File: config.mk
export PLATFORM = sky130hd
export DESIGN_NAME = aes_hpc_host_driver
export DESIGN_NICKNAME = d
export VERILOG_FILES = /design/src/rtl/aes_hpc_host_driver.sv
export SDC_FILE = /design/constraint.sdc
export NUM_CORES = 2
export LEC_CHECK = 0
export ABC_AREA = 1
export CAP_MARGIN = 20
export CORE_AREA = 2 2 531 533
export DETAILED_ROUTE_END_ITERATION = 10
export DIE_AREA = 0 0 533 535
export GPL_TIMING_DRIVEN = 0
export PLACE_DENSITY = 0.3
export SYNTH_ARGS = -nofsm -noshare
export SYNTH_HDL_FRONTEND = slang
export SYNTH_SLANG_ARGS = --single-unit
File: constraint.sdc
create_clock -name clk -period 1.8 [get_ports clk]
set_input_delay 0.36 -clock clk [delete_from_list [all_inputs] [get_ports clk]]
set_output_delay 0.36 -clock clk [all_outputs]
set_load 0.005 [all_outputs]
File: src/rtl/aes_hpc_host_driver.sv
// Host-side driver for a d-share HPC AES core: masks pt/key into shares, unmasks ciphertext.
// Optional build macro AES_DRV_ZERO_MASK_EN forces all masks to zero (MASK timing unchanged).
module aes_hpc_host_driver #(
  parameter int unsigned d = 2
) (
  input  logic                 clk,
  input  logic                 rst,
  input  logic                 pt_valid,
  output logic                 pt_ready,
  input  logic [127:0]         pt,
  input  logic [127:0]         key,
  output logic                 ct_valid,
  input  logic                 ct_ready,
  output logic [127:0]         ct,
  input  logic                 reseed_valid,
  output logic                 reseed_ready,
  input  logic [79:0]          reseed,
  input  logic                 lfsr_load,
  input  logic [31:0]          lfsr_seed,
  output logic                 core_in_valid,
  input  logic                 core_in_ready,
  output logic [128*d-1:0]     core_shares_plaintext,
  output logic [128*d-1:0]     core_shares_key,
  output logic                 core_seed_valid,
  input  logic                 core_seed_ready,
  output logic [79:0]          core_seed,
  input  logic [128*d-1:0]     core_shares_ciphertext,
  input  logic                 core_out_valid,
  output logic                 core_out_ready
);

  localparam int unsigned SHARE_W     = 128 * d;
  localparam int unsigned PT_WORDS    = 4 * (d - 1);
  localparam int unsigned MASK_CYCLES = 8 * (d - 1);
  localparam int unsigned CNT_W       = $clog2(MASK_CYCLES);
  localparam logic [CNT_W-1:0] CNT_LAST  = CNT_W'(MASK_CYCLES - 1);
  localparam logic [31:0]      LFSR_TAPS = 32'h0040_0007;
  localparam logic [31:0]      LFSR_INIT = 32'h0000_0001;

  typedef enum logic [2:0] {IDLE, SEED, MASK, SEND, WAIT, OUT} state_t;

  state_t state, state_d;

  logic               core_in_valid_d, core_seed_valid_d, core_out_ready_d, ct_valid_d;
  logic               capture_pt, capture_seed, capture_ct, mask_en;
  logic [CNT_W-1:0]   cnt;
  logic [31:0]        lfsr, lfsr_next, mask;
  logic [SHARE_W-1:0] pt_sh_next, key_sh_next;
  logic [127:0]       ct_unmasked;

  // Galois LFSR, x^32 + x^22 + x^2 + x + 1 (left-shifting form)
  assign lfsr_next = {lfsr[30:0], 1'b0} ^ (lfsr[31] ? LFSR_TAPS : 32'h0);

`ifdef AES_DRV_ZERO_MASK_EN
  assign mask = 32'h0;
`else
  assign mask = lfsr_next;
`endif

  // State and registered handshake outputs
  always_ff @(posedge clk) begin
    if (rst) begin
      state           <= IDLE;
      core_in_valid   <= 1'b0;
      core_seed_valid <= 1'b0;
      core_out_ready  <= 1'b0;
      ct_valid        <= 1'b0;
    end else begin
      state           <= state_d;
      core_in_valid   <= core_in_valid_d;
      core_seed_valid <= core_seed_valid_d;
      core_out_ready  <= core_out_ready_d;
      ct_valid        <= ct_valid_d;
    end
  end

  // Next state, next registered outputs, combinational host readies
  always_comb begin
    state_d           = state;
    core_in_valid_d   = core_in_valid;
    core_seed_valid_d = core_seed_valid;
    core_out_ready_d  = core_out_ready;
    ct_valid_d        = ct_valid;
    pt_ready          = 1'b0;
    reseed_ready      = 1'b0;
    capture_pt        = 1'b0;
    capture_seed      = 1'b0;
    capture_ct        = 1'b0;
    mask_en           = 1'b0;
    case (state)
      IDLE: begin
        if (reseed_valid) begin
          capture_seed      = 1'b1;
          core_seed_valid_d = 1'b1;
          state_d           = SEED;
        end else if (pt_valid) begin
          pt_ready   = 1'b1;
          capture_pt = 1'b1;
          state_d    = MASK;
        end
      end
      SEED: begin
        if (core_seed_ready) begin
          reseed_ready      = 1'b1;
          core_seed_valid_d = 1'b0;
          state_d           = IDLE;
        end
      end
      MASK: begin
        mask_en = 1'b1;
        if (cnt == CNT_LAST) begin
          core_in_valid_d = 1'b1;
          state_d         = SEND;
        end
      end
      SEND: begin
        if (core_in_ready) begin
          core_in_valid_d  = 1'b0;
          core_out_ready_d = 1'b1;
          state_d          = WAIT;
        end
      end
      WAIT: begin
        if (core_out_valid) begin
          capture_ct       = 1'b1;
          core_out_ready_d = 1'b0;
          ct_valid_d       = 1'b1;
          state_d          = OUT;
        end
      end
      OUT: begin
        if (ct_ready) begin
          ct_valid_d = 1'b0;
          state_d    = IDLE;
        end
      end
      default: state_d = IDLE;
    endcase
  end

  // Mask word cnt lands in its share slot and is folded into share 0
  always_comb begin
    pt_sh_next  = core_shares_plaintext;
    key_sh_next = core_shares_key;
    for (int unsigned j = 1; j < d; j++) begin
      for (int unsigned k = 0; k < 4; k++) begin
        if (cnt == CNT_W'(4 * (j - 1) + k)) begin
          pt_sh_next[128*j + 32*k +: 32] = mask;
          pt_sh_next[32*k +: 32]         = pt_sh_next[32*k +: 32] ^ mask;
        end
        if (cnt == CNT_W'(PT_WORDS + 4 * (j - 1) + k)) begin
          key_sh_next[128*j + 32*k +: 32] = mask;
          key_sh_next[32*k +: 32]         = key_sh_next[32*k +: 32] ^ mask;
        end
      end
    end
  end

  always_comb begin
    ct_unmasked = 128'h0;
    for (int unsigned j = 0; j < d; j++) begin
      ct_unmasked = ct_unmasked ^ core_shares_ciphertext[128*j +: 128];
    end
  end

  // Datapath registers
  always_ff @(posedge clk) begin
    if (rst) begin
      lfsr                  <= LFSR_INIT;
      cnt                   <= '0;
      core_shares_plaintext <= '0;
      core_shares_key       <= '0;
      core_seed             <= 80'h0;
      ct                    <= 128'h0;
    end else begin
      if (state == IDLE && lfsr_load) begin
        lfsr <= (lfsr_seed == 32'h0) ? LFSR_INIT : lfsr_seed;
      end else if (mask_en) begin
        lfsr <= lfsr_next;
      end
      if (capture_seed) begin
        core_seed <= reseed;
      end
      if (capture_pt) begin
        core_shares_plaintext <= SHARE_W'(pt);
        core_shares_key       <= SHARE_W'(key);
        cnt                   <= '0;
      end else if (mask_en) begin
        core_shares_plaintext <= pt_sh_next;
        core_shares_key       <= key_sh_next;
        cnt                   <= cnt + CNT_W'(1);
      end
      if (capture_ct) begin
        ct <= ct_unmasked;
      end
    end
  end

endmodule

==> run_results.csv <==
group,metric,value,unit
worst_setup_path,worst_setup_path_start_kind,"register",
global_routing,grt_first_pass_wirelength,384.2,mm
sta,min_period_over_period,131.4,%
clock_network,cts_sinks,762,
power,ir_drop,0.6974,mV
sta,clock.fmax,0.4228,GHz
worst_setup_path,path_class,"register to output pin",
global_routing,grt_pass1_vias,39180,
sta,setup_slack,-0.5651,ns
sta,worstMarginPinSlew,1.207,ns
floorplanning,die_y,535,µm
sta,totalNegativeSetupSlack,-151.74,ns
final_layout,final_nets,7208,
synthesis,postSynthCellCount,4859,
global_routing,antenna_found_initial,121,
detailed_routing,met2_length,139.0,mm
clock_network,clkTransAtPathRegs,0.06,ns
power,leakage,33.53,nW
sta,finalClockSkew,0.05134,ns
sta,hold_viol_final,0,
floorplanning,die_w,533,µm
global_routing,grt_start_max_net_pins,17,
worst_setup_path,crit_arrival,2.01,ns
worst_setup_path,required,1.44,ns
synthesis,syn_avg_cell_area,7.023,µm²
sta,fin_crit,2.365,ns
sta,hold_slack,0.1839,ns
detailed_routing,ant_nets,0,
worst_setup_path,worstPathMaxFanout,3,
final_layout,drive_gt1_share,26.81,%
sta,setup_viol,622,
final_layout,fin_util,23.77,%
floorplanning,start_util,12.24,%
detailed_routing,wire_per_inst,29.90,µm
floorplanning,rows,194,
synthesis,yosys_warnings,0,
worst_setup_path,critPathCaptureType,"output pin",
clock_network,clk_latency,0.77,ns
floorplanning,io_pins,1359,
power,p_per_area,1006,nW/µm²
power,fin_total_pwr,0.06668,W
floorplanning,coreArea,278900,µm²
power,comb_power_share,36.0,%
detailed_routing,route.vias.total,41340,
final_layout,area_growth,94.27,%
global_routing,grt_usage,20.02,%
synthesis,synth_seq_cells,762,
synthesis,ys_seq_area_share,44.70,%
sta,slew_headroom,19.54,%
flow_run,maxCapViolations,0,
clock_network,root_buffer,"clkbuf_16",
power,p_int,0.04115,W
worst_setup_path,r2r_slack,-0.51,ns
status,violations,"negative setup slack",
power,p_sw,0.02552,W
power,p_seq_share,29.7,%
placed_design,routabilityCongestion,0.9210,
clock_network,cts_tree,"done",
detailed_routing,wl_met1,133.1,mm
synthesis,netlist_area,34130,µm²
detailed_routing,firstDrtPassIters,8,
detailed_routing,wl_met3,29.24,mm
power,clock_power_share,34.3,%
detailed_routing,drt_iter0_markers,2346,
sta,drv_slew,0,
clock_network,clockBufferDepth,3,
placed_design,dp_hpwl,248.8,mm
sta,rsz0062_at_grt,"yes",
floorplanning,dieArea,285200,µm²
status,status,"finished, violations left",
power,p_sw_share,38.28,%
global_routing,gr-total-overflow,0,
detailed_routing,via_per_inst,3.968,
placed_design,io_buffers,1357,
synthesis,syn_nets,5498,
clock_network,cts_buffers,108,
min_path,hold_class,"primary input to register",
detailed_routing,routed.top_layer,"met5",
detailed_routing,drt_wl_total,311.5,mm
clock_network,cts-htree-levels,3,
synthesis,ys_types,27,
detailed_routing,drcViolationCount,0,
area by class of cell:
type	instances	area, µm²
repair buffers	1606	18040
clock inverters	29	488.0
well taps	3724	4659
diodes	35	87.58
multi-input cells	3607	20330
inverters	110	540.5
plain buffers	374	3421
fillers	30650	212600
flip-flops and latches	762	15530
clock buffers	170	3196
path summary, 6_finish.rpt:
kind                                end                  startpoint  cells past startpoint
max reg2reg   core_shares_plaintext[24]                    state[2]                     13
max                            pt_ready                    state[2]                      7
min                       core_seed[38]                  reseed[38]                      3
min reg2reg  core_shares_plaintext[248]  core_shares_plaintext[248]                      2
worst max-delay path, stage by stage (launching register included):
cell and delay (ns):
dfxtp_4 0.37, nor2_8 0.16, nand4_4 0.11, buf_12 0.17
clkinv_8 0.06, buf_12 0.10, buf_12 0.12, buf_12 0.13
power by group through the flow:
stage | clock (W) | sequential (W) | combinational [W]
floorplan | 0 | 0.0196 | 0.00755
CTS | 0.0238 | 0.0197 | 0.0202
global placement | 0 | 0.0200 | 0.0190
finish | 0.0229 | 0.0198 | 0.0240
detailed placement | 0 | 0.0200 | 0.0197
global route | 0.0243 | 0.0200 | 0.0256
cell families after synthesis:
kind of cell	Yosys count	synth area share [%]
xor gates and xnor gates	186	4.774
AOI/OAI and AO/OA	797	12.40
DFF	762	44.70
adders and majority gates	6	0.2200
and+or+nand+nor	2617	31.91
buffers and inverters	491	5.995
Yosys cell counts, drive strengths merged:
cell / instances / share of area (%)
a211oi: 96 / 2.1
ha: 6 / 0.22
inv: 110 / 1.2
nand3: 273 / 4.0
xor2: 186 / 4.8
a31oi: 1 / 0.018
dfxtp: 762 / 45
clkbuf: 211 / 2.3
a21oi: 477 / 7.0
o21ai: 223 / 3.3
nor2: 710 / 7.9
nand4: 8 / 0.16
nand3b: 172 / 3.8
buf: 170 / 2.5
nor3: 2 / 0.044
or2: 2 / 0.037
nand2: 1450 / 16
per-layer routing:
layer | track usage, % | up-vias
met2 | 31.64 | 1512
met3 | 8.047 | 389
met4 | 4.613 | 94
met1 | 25.28 | 20100
met5 | 0 | -
li1 | - | 19240
placed cells by master, fill, tap and decap left out, types with 50 or more instances in the layout:
cell	netlist	layout
dlymetal6s2s_1	0	500
inv_1	104	83
buf_6	1	89
o21ai_0	195	157
clkbuf_1	211	128
dfxtp_2	0	156
a21oi_1	477	240
nor2_1	705	601
buf_12	0	95
dfxtp_1	762	585
a21oi_2	0	229
buf_8	0	58
nand2_4	0	103
a211oi_2	0	70
clkbuf_16	0	181
nand3b_1	172	172
clkbuf_2	0	207
buf_2	156	58
xor2_1	186	186
nand2_1	1446	1289
nand3_2	0	50
nand3_1	273	217
buf_4	0	112
clkdlybuf4s50_1	0	631
nor2_4	1	77
metrics by stage:
step | area (µm²) | worst slack (ns) | cells
2_1_floorplan | 34130 | 0.2427 | 4859
3_3_place_gp | 52370 | -2.454 | 9940
3_5_place_dp | 53030 | -2.311 | 9973
4_1_cts | 57350 | -0.7979 | 10190
5_1_grt | 66220 | -0.7015 | 10390
6_report | 66300 | -0.5651 | 10420
state kept, by name, summed over array words and instances (netlist names), 3 cells and up:
| name | cells |
|---|---|
| core_seed | 80 |
| core_shares_plaintext | 256 |
| cnt | 3 |
| lfsr | 32 |
| core_shares_key | 256 |
| ct | 128 |
| state | 3 |
timing repair:
item | in CTS | in global routing
buffers inserted | 20 | 123
gates resized for setup | 214 | 3050
setup endpoints to repair | 1488 | 1482
hold buffers | 0 | 0
pin swaps | 8 | 176
gates cloned | 0 | 76
Note: power is estimated with default switching activity, not from simulation.
